<file path="src/rtl/uart_receiver_pkg.sv">
// Shared UART receiver types and defaults. The `UART_* macros are also the
// transmitter's defaults, so both sides agree on frame shape and parity code.
`ifndef UART_DATA_WIDTH
`define UART_DATA_WIDTH 8
`endif
`ifndef UART_STOP_WIDTH
`define UART_STOP_WIDTH 1
`endif
`ifndef UART_CHECK_NONE
`define UART_CHECK_NONE 0
`endif
`ifndef UART_CHECK_ODD
`define UART_CHECK_ODD 1
`endif
`ifndef UART_CHECK_EVEN
`define UART_CHECK_EVEN 2
`endif
`ifndef UART_CHECK
`define UART_CHECK `UART_CHECK_NONE
`endif

package uart_receiver_pkg;

  localparam int unsigned CHECK_NONE = `UART_CHECK_NONE;
  localparam int unsigned CHECK_ODD  = `UART_CHECK_ODD;
  localparam int unsigned CHECK_EVEN = `UART_CHECK_EVEN;

  typedef enum logic [1:0] {
    IDLE   = 2'd0,
    DATA   = 2'd1,
    PARITY = 2'd2,
    STOP   = 2'd3
  } rx_state_e;

  // data_xor is the XOR of all received data bits; par_bit the sampled parity bit.
  function automatic logic parity_err(input int unsigned mode,
                                      input logic data_xor,
                                      input logic par_bit);
    logic err;
    err = 1'b0;
    if (mode == CHECK_ODD)       err = ~(data_xor ^ par_bit);
    else if (mode == CHECK_EVEN) err = data_xor ^ par_bit;
    return err;
  endfunction

endpackage

</file>
<file path="src/rtl/uart_sync.sv">
// Two-flop synchronizer for the asynchronous serial line; resets to the idle level.
module uart_sync (
  input  logic clk_i,
  input  logic rst_i,
  input  logic d_i,
  output logic q_o
);

  logic [1:0] sync_q;

  always_ff @(posedge clk_i) begin
    if (rst_i) sync_q <= 2'b11;
    else       sync_q <= {sync_q[0], d_i};
  end

  assign q_o = sync_q[1];

endmodule

</file>
<file path="src/rtl/uart_receiver.sv">
// UART receiver, one bit per clock, with a single-word holding register and
// valid/ready hand-off. Parity and framing errors travel with the word.
//
// state  | meaning
// IDLE   | waiting for a low sample (start bit)
// DATA   | shifting data bits in, LSB first
// PARITY | sampling the parity bit
// STOP   | sampling stop bits; last one hands the word off
module uart_receiver
  import uart_receiver_pkg::*;
#(
  parameter int unsigned P_UART_DATA_WIDTH = `UART_DATA_WIDTH,
  parameter int unsigned P_UART_STOP_WIDTH = `UART_STOP_WIDTH,
  parameter int unsigned P_UART_CHECK      = `UART_CHECK
) (
  input  logic                         i_u_clk,
  input  logic                         i_u_rst,
  input  logic                         i_uart_rx,
  output logic [P_UART_DATA_WIDTH-1:0] o_uart_rx_data,
  output logic                         o_uart_rx_valid,
  input  logic                         i_uart_rx_ready,
  output logic                         o_uart_rx_perr,
  output logic                         o_uart_rx_ferr,
  output logic                         o_uart_rx_overrun
);

  localparam int unsigned CNT_W = $clog2(P_UART_DATA_WIDTH + 1);
  localparam logic [CNT_W-1:0] LAST_BIT  = CNT_W'(P_UART_DATA_WIDTH - 1);
  localparam logic [1:0]       LAST_STOP = 2'(P_UART_STOP_WIDTH - 1);

  logic rx_s;

  uart_sync u_sync (
    .clk_i (i_u_clk),
    .rst_i (i_u_rst),
    .d_i   (i_uart_rx),
    .q_o   (rx_s)
  );

  rx_state_e                  state_q, state_d;
  logic [CNT_W-1:0]           bit_cnt_q, bit_cnt_d;
  logic [1:0]                 stop_cnt_q, stop_cnt_d;
  logic [P_UART_DATA_WIDTH-1:0] shift_q, shift_d;
  logic                       perr_q, perr_d;
  logic                       ferr_q, ferr_d;
  logic [P_UART_DATA_WIDTH-1:0] data_q, data_d;
  logic                       valid_q, valid_d;
  logic                       hperr_q, hperr_d;
  logic                       hferr_q, hferr_d;
  logic                       ovr_q, ovr_d;
  logic                       frame_done;

  always_ff @(posedge i_u_clk) begin
    if (i_u_rst) begin
      state_q    <= IDLE;
      bit_cnt_q  <= '0;
      stop_cnt_q <= '0;
      shift_q    <= '0;
      perr_q     <= 1'b0;
      ferr_q     <= 1'b0;
      data_q     <= '0;
      valid_q    <= 1'b0;
      hperr_q    <= 1'b0;
      hferr_q    <= 1'b0;
      ovr_q      <= 1'b0;
    end else begin
      state_q    <= state_d;
      bit_cnt_q  <= bit_cnt_d;
      stop_cnt_q <= stop_cnt_d;
      shift_q    <= shift_d;
      perr_q     <= perr_d;
      ferr_q     <= ferr_d;
      data_q     <= data_d;
      valid_q    <= valid_d;
      hperr_q    <= hperr_d;
      hferr_q    <= hferr_d;
      ovr_q      <= ovr_d;
    end
  end

  always_comb begin
    state_d    = state_q;
    bit_cnt_d  = bit_cnt_q;
    stop_cnt_d = stop_cnt_q;
    shift_d    = shift_q;
    perr_d     = perr_q;
    ferr_d     = ferr_q;
    data_d     = data_q;
    valid_d    = valid_q;
    hperr_d    = hperr_q;
    hferr_d    = hferr_q;
    ovr_d      = 1'b0;
    frame_done = 1'b0;

    case (state_q)
      IDLE: begin
        bit_cnt_d = '0;
        perr_d    = 1'b0;
        ferr_d    = 1'b0;
        if (!rx_s) state_d = DATA;
      end
      DATA: begin
        shift_d   = {rx_s, shift_q[P_UART_DATA_WIDTH-1:1]};
        bit_cnt_d = bit_cnt_q + CNT_W'(1);
        if (bit_cnt_q == LAST_BIT) begin
          state_d    = (P_UART_CHECK != CHECK_NONE) ? PARITY : STOP;
          stop_cnt_d = '0;
        end
      end
      PARITY: begin
        perr_d  = parity_err(P_UART_CHECK, ^shift_q, rx_s);
        state_d = STOP;
      end
      STOP: begin
        if (!rx_s) ferr_d = 1'b1;
        if (stop_cnt_q == LAST_STOP) begin
          frame_done = 1'b1;
          state_d    = IDLE;
        end else begin
          stop_cnt_d = stop_cnt_q + 2'd1;
        end
      end
      default: state_d = IDLE;
    endcase

    if (valid_q && i_uart_rx_ready) valid_d = 1'b0;

    // The current stop sample is folded in directly; ferr_q lags it by a cycle.
    if (frame_done) begin
      if (!valid_q || i_uart_rx_ready) begin
        data_d  = shift_q;
        hperr_d = perr_q;
        hferr_d = ferr_q | ~rx_s;
        valid_d = 1'b1;
      end else begin
        ovr_d = 1'b1;
      end
    end
  end

  assign o_uart_rx_data    = data_q;
  assign o_uart_rx_valid   = valid_q;
  assign o_uart_rx_perr    = hperr_q;
  assign o_uart_rx_ferr    = hferr_q;
  assign o_uart_rx_overrun = ovr_q;

endmodule
</file>
<file path="config.mk">
export PLATFORM = sky130hd
export DESIGN_NAME = uart_receiver
export DESIGN_NICKNAME = d
export VERILOG_FILES = /design/src/rtl/uart_receiver_pkg.sv /design/src/rtl/uart_sync.sv /design/src/rtl/uart_receiver.sv
export SDC_FILE = /design/constraint.sdc
export NUM_CORES = 1
export LEC_CHECK = 0
export CAP_MARGIN = 20
export CELL_PAD_IN_SITES_DETAIL_PLACEMENT = 2
export CELL_PAD_IN_SITES_GLOBAL_PLACEMENT = 2
export CORE_UTILIZATION = 30
export CTS_CLUSTER_SIZE = 20
export DETAILED_ROUTE_END_ITERATION = 6
export HOLD_SLACK_MARGIN = 0.12
export PLACE_DENSITY = 0.76
export SETUP_SLACK_MARGIN = 0.1
export SLEW_MARGIN = 20
export SYNTH_ARGS = -nofsm -noshare
export SYNTH_HDL_FRONTEND = slang
export SYNTH_SLANG_ARGS = --single-unit
</file>
<file path="constraint.sdc">
create_clock -name i_u_clk -period 1.7 [get_ports i_u_clk]
set_input_delay 0.255 -clock i_u_clk [delete_from_list [all_inputs] [get_ports i_u_clk]]
set_output_delay 0.255 -clock i_u_clk [all_outputs]
set_load 0.02 [all_outputs]
</file>
# Word level (Yosys, flattened, before mapping)
# Index checks and enable logic that the tools add are counted.
op_classes:
  reduce_logical: 13
  add_sub_neg: 2
  bitwise: 3
  mux: 16
  n_eq_ne: 9
op_table:
  columns: ["op", "count"]
  rows:
  - ["two-way mux 2 bit", 5]
  - ["!= test 2 bit, second input constant", 5]
  - ["case mux 2 bit (4 select lines)", 1]
  - ["case mux 4 bit (2 select lines)", 1]
  - ["two-way mux 1 bit", 7]
  - ["AND reduction 3 bit", 2]
  - ["nonzero test 2 bit", 3]
  - ["adder 4 x 1 -> 4 bit, second input constant", 1]
  - ["equality test 2 bit, second input constant", 2]
  - ["equality test 4 x 3 -> 1 bit, second input constant", 1]
  - ["zero test 2 bit", 2]
  - ["case mux 2 bit (2 select lines)", 1]
  - ["AND reduction 2 bit", 2]
  - ["adder 2 x 1 -> 2 bit, second input constant", 1]
  - ["equality test 2 x 1 -> 1 bit, second input constant", 1]
  - ["inverter 1 bit", 2]
  - ["case mux 1 bit (2 select lines)", 1]
  - ["OR reduction 2 bit", 1]
  - ["logical AND 1 bit", 1]
  - ["zero test 1 bit", 1]
  - ["logical OR 1 bit", 1]
  - ["bitwise OR 1 bit", 1]
totals:
  inputBits: 4
  register_bits: 30
  word_cells: 53
  output_inout_bits: 12

# Longest topological paths before layout
depth:
  word_depth: 5
  depth_mapped: 6

# Cells and area by module
# Synthesis repeated with hierarchy kept, for this count alone.
hier_totals:
  hier_cells: 145
  area_unflattened_um2: 1316.3
modules_own_cells:
  columns: ["mod", "seq_area_each_um2", "n_inst", "cells_per_inst", "area_each_um2"]
  rows:
  - ["uart_receiver", 560.5, 1, 141, 1263.7]
  - ["uart_sync", 40.0, 1, 4, 52.6]

# Worst setup path after synthesis
# OpenSTA, ideal clock, no wires.
synth_path:
  path_type: "register -> register"
  from: "register state_q[0]"
  to: "register state_q[0]"
  synth_period_minus_slack_ps: 1570
  path_stages_with_launch: 5
  setup_slack_ps: 130
  t_arrival_ps: 1446
  required_time_ps: 1577
  cell_sequence: "dfxtp_1 inv_1 ha_1 a222oi_1 mux2_1"
synth_via:
  elab_chain_cells: 3
synth_lines:
  columns: ["element", "line", "rtl"]
  rows:
  - ["start: declaration", "uart_receiver.sv:40", "rx_state_e state_q, state_d;"]
  - ["start signal: assignment", "uart_receiver.sv:67", "state_q <= state_d;"]
  - ["equality test 2 bit, or another cell as far along", "uart_receiver.sv:95", "case (state_q)"]
  - ["!= test 2 bit (no source line)", null, null]
  - ["AND reduction 3 bit (no source line)", null, null]
# Several ways; a longest one is shown, not always the timed one.
# A chain may end at the register's enable or synchronous reset.

# Worst setup path in the final report
layout_path:
  from: "register valid_q, in the netlist o_uart_rx_valid"
  to: "output o_uart_rx_valid"
layout_lines:
  columns: ["element", "line", "rtl"]
  rows:
  - ["start: declaration", "uart_receiver.sv:47", "logic valid_q, valid_d;"]
  - ["start signal: assignment", "uart_receiver.sv:74", "valid_q <= valid_d;"]
  - ["end: declaration", "uart_receiver.sv:20", "output logic o_uart_rx_valid,"]
# No word-level cell between the ends.

==> flow_summary.yaml <==
status:
  status: "finished, final reports clean"
worst_setup_path:
  crit_fanout: 3
  r2r_cells: 5
  cpPeakStageDelay_ns: 0.63
  critical_path_class: "flop to output pin"
  cpLargestDelayFamily: "buffers and inverters"
  critPathBufInv: 1
  cp-start-kind: "flop"
  r2r_start: "state_q[0]"
  r2r-end: "state_q[0]"
  arrival_ns: 1.26
  path_cells: "clkdlybuf4s50_1"
  ff2ff_setup_slack_ns: 0.20
  required_ns: 1.44
  critPathSlowestCell: "clkdlybuf4s50_1"
  endpoint_kind: "output pin"
place:
  io_buffer_count: 14
  dp_hpwl_microns: 2450
  dp_slack_ns: -0.0194
  gp_congestion: 0.737
sta:
  drv_slew: 0
  maxSlewHeadroom: 0.648
  fin_crit_ns: 1.51
  fmax_ghz: 0.660
  min_period_over_period: 0.891
  setup_violations: 0
  setup-tns-final_ns: 0
  worst_slack_ns: 0.185
  finalHoldViolCount: 0
  rsz0062_at_grt: "false"
  skew_ns: 0.00304
  worst_slew_pin_slew_ns: 0.528
power:
  p_leak_uw: 0.000645
  cell_internal_pwr_uw: 1350
  ir_drop_v: 0.000648
  clockPowerShare: 0.309
  seqPwrFrac: 0.420
  p_comb_frac: 0.271
  power_density_nw_per_um2: 1150
  power.switching_uw: 609
  p_sw_frac: 0.311
clock_tree:
  cts.sink_count: 30
  clk_latency_ns: 0.28
  htree_levels: 2
  cts_buffers: 5
  clk_pin_slew_worst_paths_ns: 0.07
  ctsHoldBuffers: 0
  cts_buffer_depth: 2
  cts_tree: "done"
  root_buffer: "clkbuf_8"
global_route:
  grt_start_max_net_pins: 22
  grt_pass1_vias: 1174
  grt_pass1_wl_microns: 5920
  grt_use_met2: 0.277
  antenna_found_initial: 0
  grt.overflow.total: 0
  grt_use_met3: 0.0517
  track_usage: 0.175
  use_met1: 0.224
  grt-busiest-layer: "met2"
floorplanning:
  num_rows: 23
  die_area_sq_um: 4670
  die_h_microns: 68.4
  core_sq_um: 4120
  ios: 16
  start_util: 0.321
  die_x_microns: 68.4
hold_path:
  worstHoldStart: "u_sync.sync_q[0]"
  worstHoldEndpoint: "u_sync.sync_q[1]"
  hold_path.class: "flop to flop"
  min_delay_path_depth: 1
synth:
  ys_seq_area_frac: 0.455
  synth-seq-cells: 30
  ys.flop_type: "dfxtp_1"
  synth_cells: 148
  synth_top_area_share: 0.455
  synthArstFlopShare: 0
  syn_area_per_cell_sq_um: 8.93
  syn_nets: 158
  synthDistinctLibCells: 31
  synth_area_sq_um: 1320
  synth_warnings: 0
  synthTopCellsByArea: "dfxtp_1 45%, mux2i_1 6.8%, a21oi_1 5.7%, ha_1 5.7%, nor2_1 4.0%"
  synth-edff-count: 0
  synth.largest_area_cell: "dfxtp_1"
layout:
  num_antenna_cells: 0
  area_growth_pct: 28.7
  drive_gt1_frac: 0.208
  nets: 177
  final_util: 0.413
detailed_routing:
  drc: 0
  ant_nets: 0
  avgViaCountPerCell: 4.96
  wl_per_cell_microns: 15.8
  vias: 1082
  drt-initial-drc-count: 17
  wl_microns: 3440
  dr.pass1.iters: 4
flow_run:
  max_cap_viol_count: 0
cells in the final DEF (no fill, tap or decap), types with 3 or more instances in the layout:
master,n
a21oi_1,15
buf_4,10
clkbuf_8,6
clkdlybuf4s50_1,14
dfxtp_1,26
dfxtp_4,3
ha_4,3
inv_1,4
inv_2,3
mux2i_1,9
nand2_1,3
nand2b_1,5
nand3_1,10
nor2_1,14
nor3b_1,5
o21ai_0,10
or2_2,3
stage by stage:
stage / std cells / total power (uW) / cell area (sq um) / hold slack (ns)
after floorplan: 148 / 1130 / 1320 / 0.359
after global placement: 209 / 1240 / 1540 / 0.394
after detailed placement: 209 / 1280 / 1540 / 0.409
after CTS: 218 / 1930 / 1660 / 0.426
after global routing: 218 / 2080 / 1700 / 0.432
final: 218 / 1960 / 1700 / 0.419
how the worst max path moves through the flow:
stage	from	to	slack [ns]	cells after the start
after global routing	state_q[0]	state_q[0]	0.12	5
after detailed placement	state_q[0]	state_q[0]	-0.02	4
final	o_uart_rx_valid	o_uart_rx_valid	0.19	1
after CTS	stop_cnt_q[0]	state_q[0]	0.10	6
after global placement	state_q[0]	state_q[0]	0.13	4
after floorplan	state_q[0]	state_q[0]	0.13	4
what timing repair did:
action,4_1_cts,5_1_grt
buffers inserted,1,0
gates cloned,0,0
setup endpoints to repair,2,11
pin swaps,2,1
resized for setup,5,13
per-layer routing:
metal,vias up,part of all wire
met4,0,0.0099
li1,540,-
met3,4,0.025
met5,-,0
met2,14,0.47
met1,524,0.50
cells in the mapped netlist, types with 3 or more instances:
cell type,n
buf_1,3
nand3_1,10
or2_2,3
dfxtp_1,30
o21ai_0,10
mux2i_1,9
nor3b_1,5
nor2_1,14
nand2_1,3
ha_1,6
a21oi_1,15
inv_1,7
clkbuf_1,7
nand2b_1,5
cell families after synthesis:
logic type / Yosys count / share of synthesized area
adders and majority gates: 6 / 0.0568
DFF: 30 / 0.455
and+or+nand+nor: 48 / 0.202
other: 1 / 0.00284
AOI/OAI and AO/OA: 32 / 0.136
buffers and inverters: 19 / 0.0578
muxes: 10 / 0.0767
xor gates and xnor gates: 2 / 0.0133
registers in the layout, indices dropped and copies added, names as in the netlist:
signal and count:
u_sync.sync_q 2, o_uart_rx_data 8, bit_cnt_q 4, shift_q 8, state_q 2, o_uart_rx_ferr 1
o_uart_rx_valid 1, ferr_q 1, o_uart_rx_overrun 1, stop_cnt_q 2
layout make-up:
cell class	count	area, sq um
well taps	50	62.6
flip-flops and latches	30	613
fillers	448	2410
multi-input cells	99	688
clock inverters	2	12.5
inverters	7	26.3
repair buffers	24	215
clock buffers	6	82.6
power groups by stage:
| stage | Clock, uW | Sequential (uW) | Combinational, uW |
|---|---|---|---|
| floorplan | 0 | 810 | 316 |
| global placement | 0 | 811 | 426 |
| detailed placement | 0 | 819 | 460 |
| CTS | 622 | 811 | 495 |
| global route | 658 | 831 | 590 |
| finish | 606 | 822 | 531 |
Power figures use the tool's default switching activity.
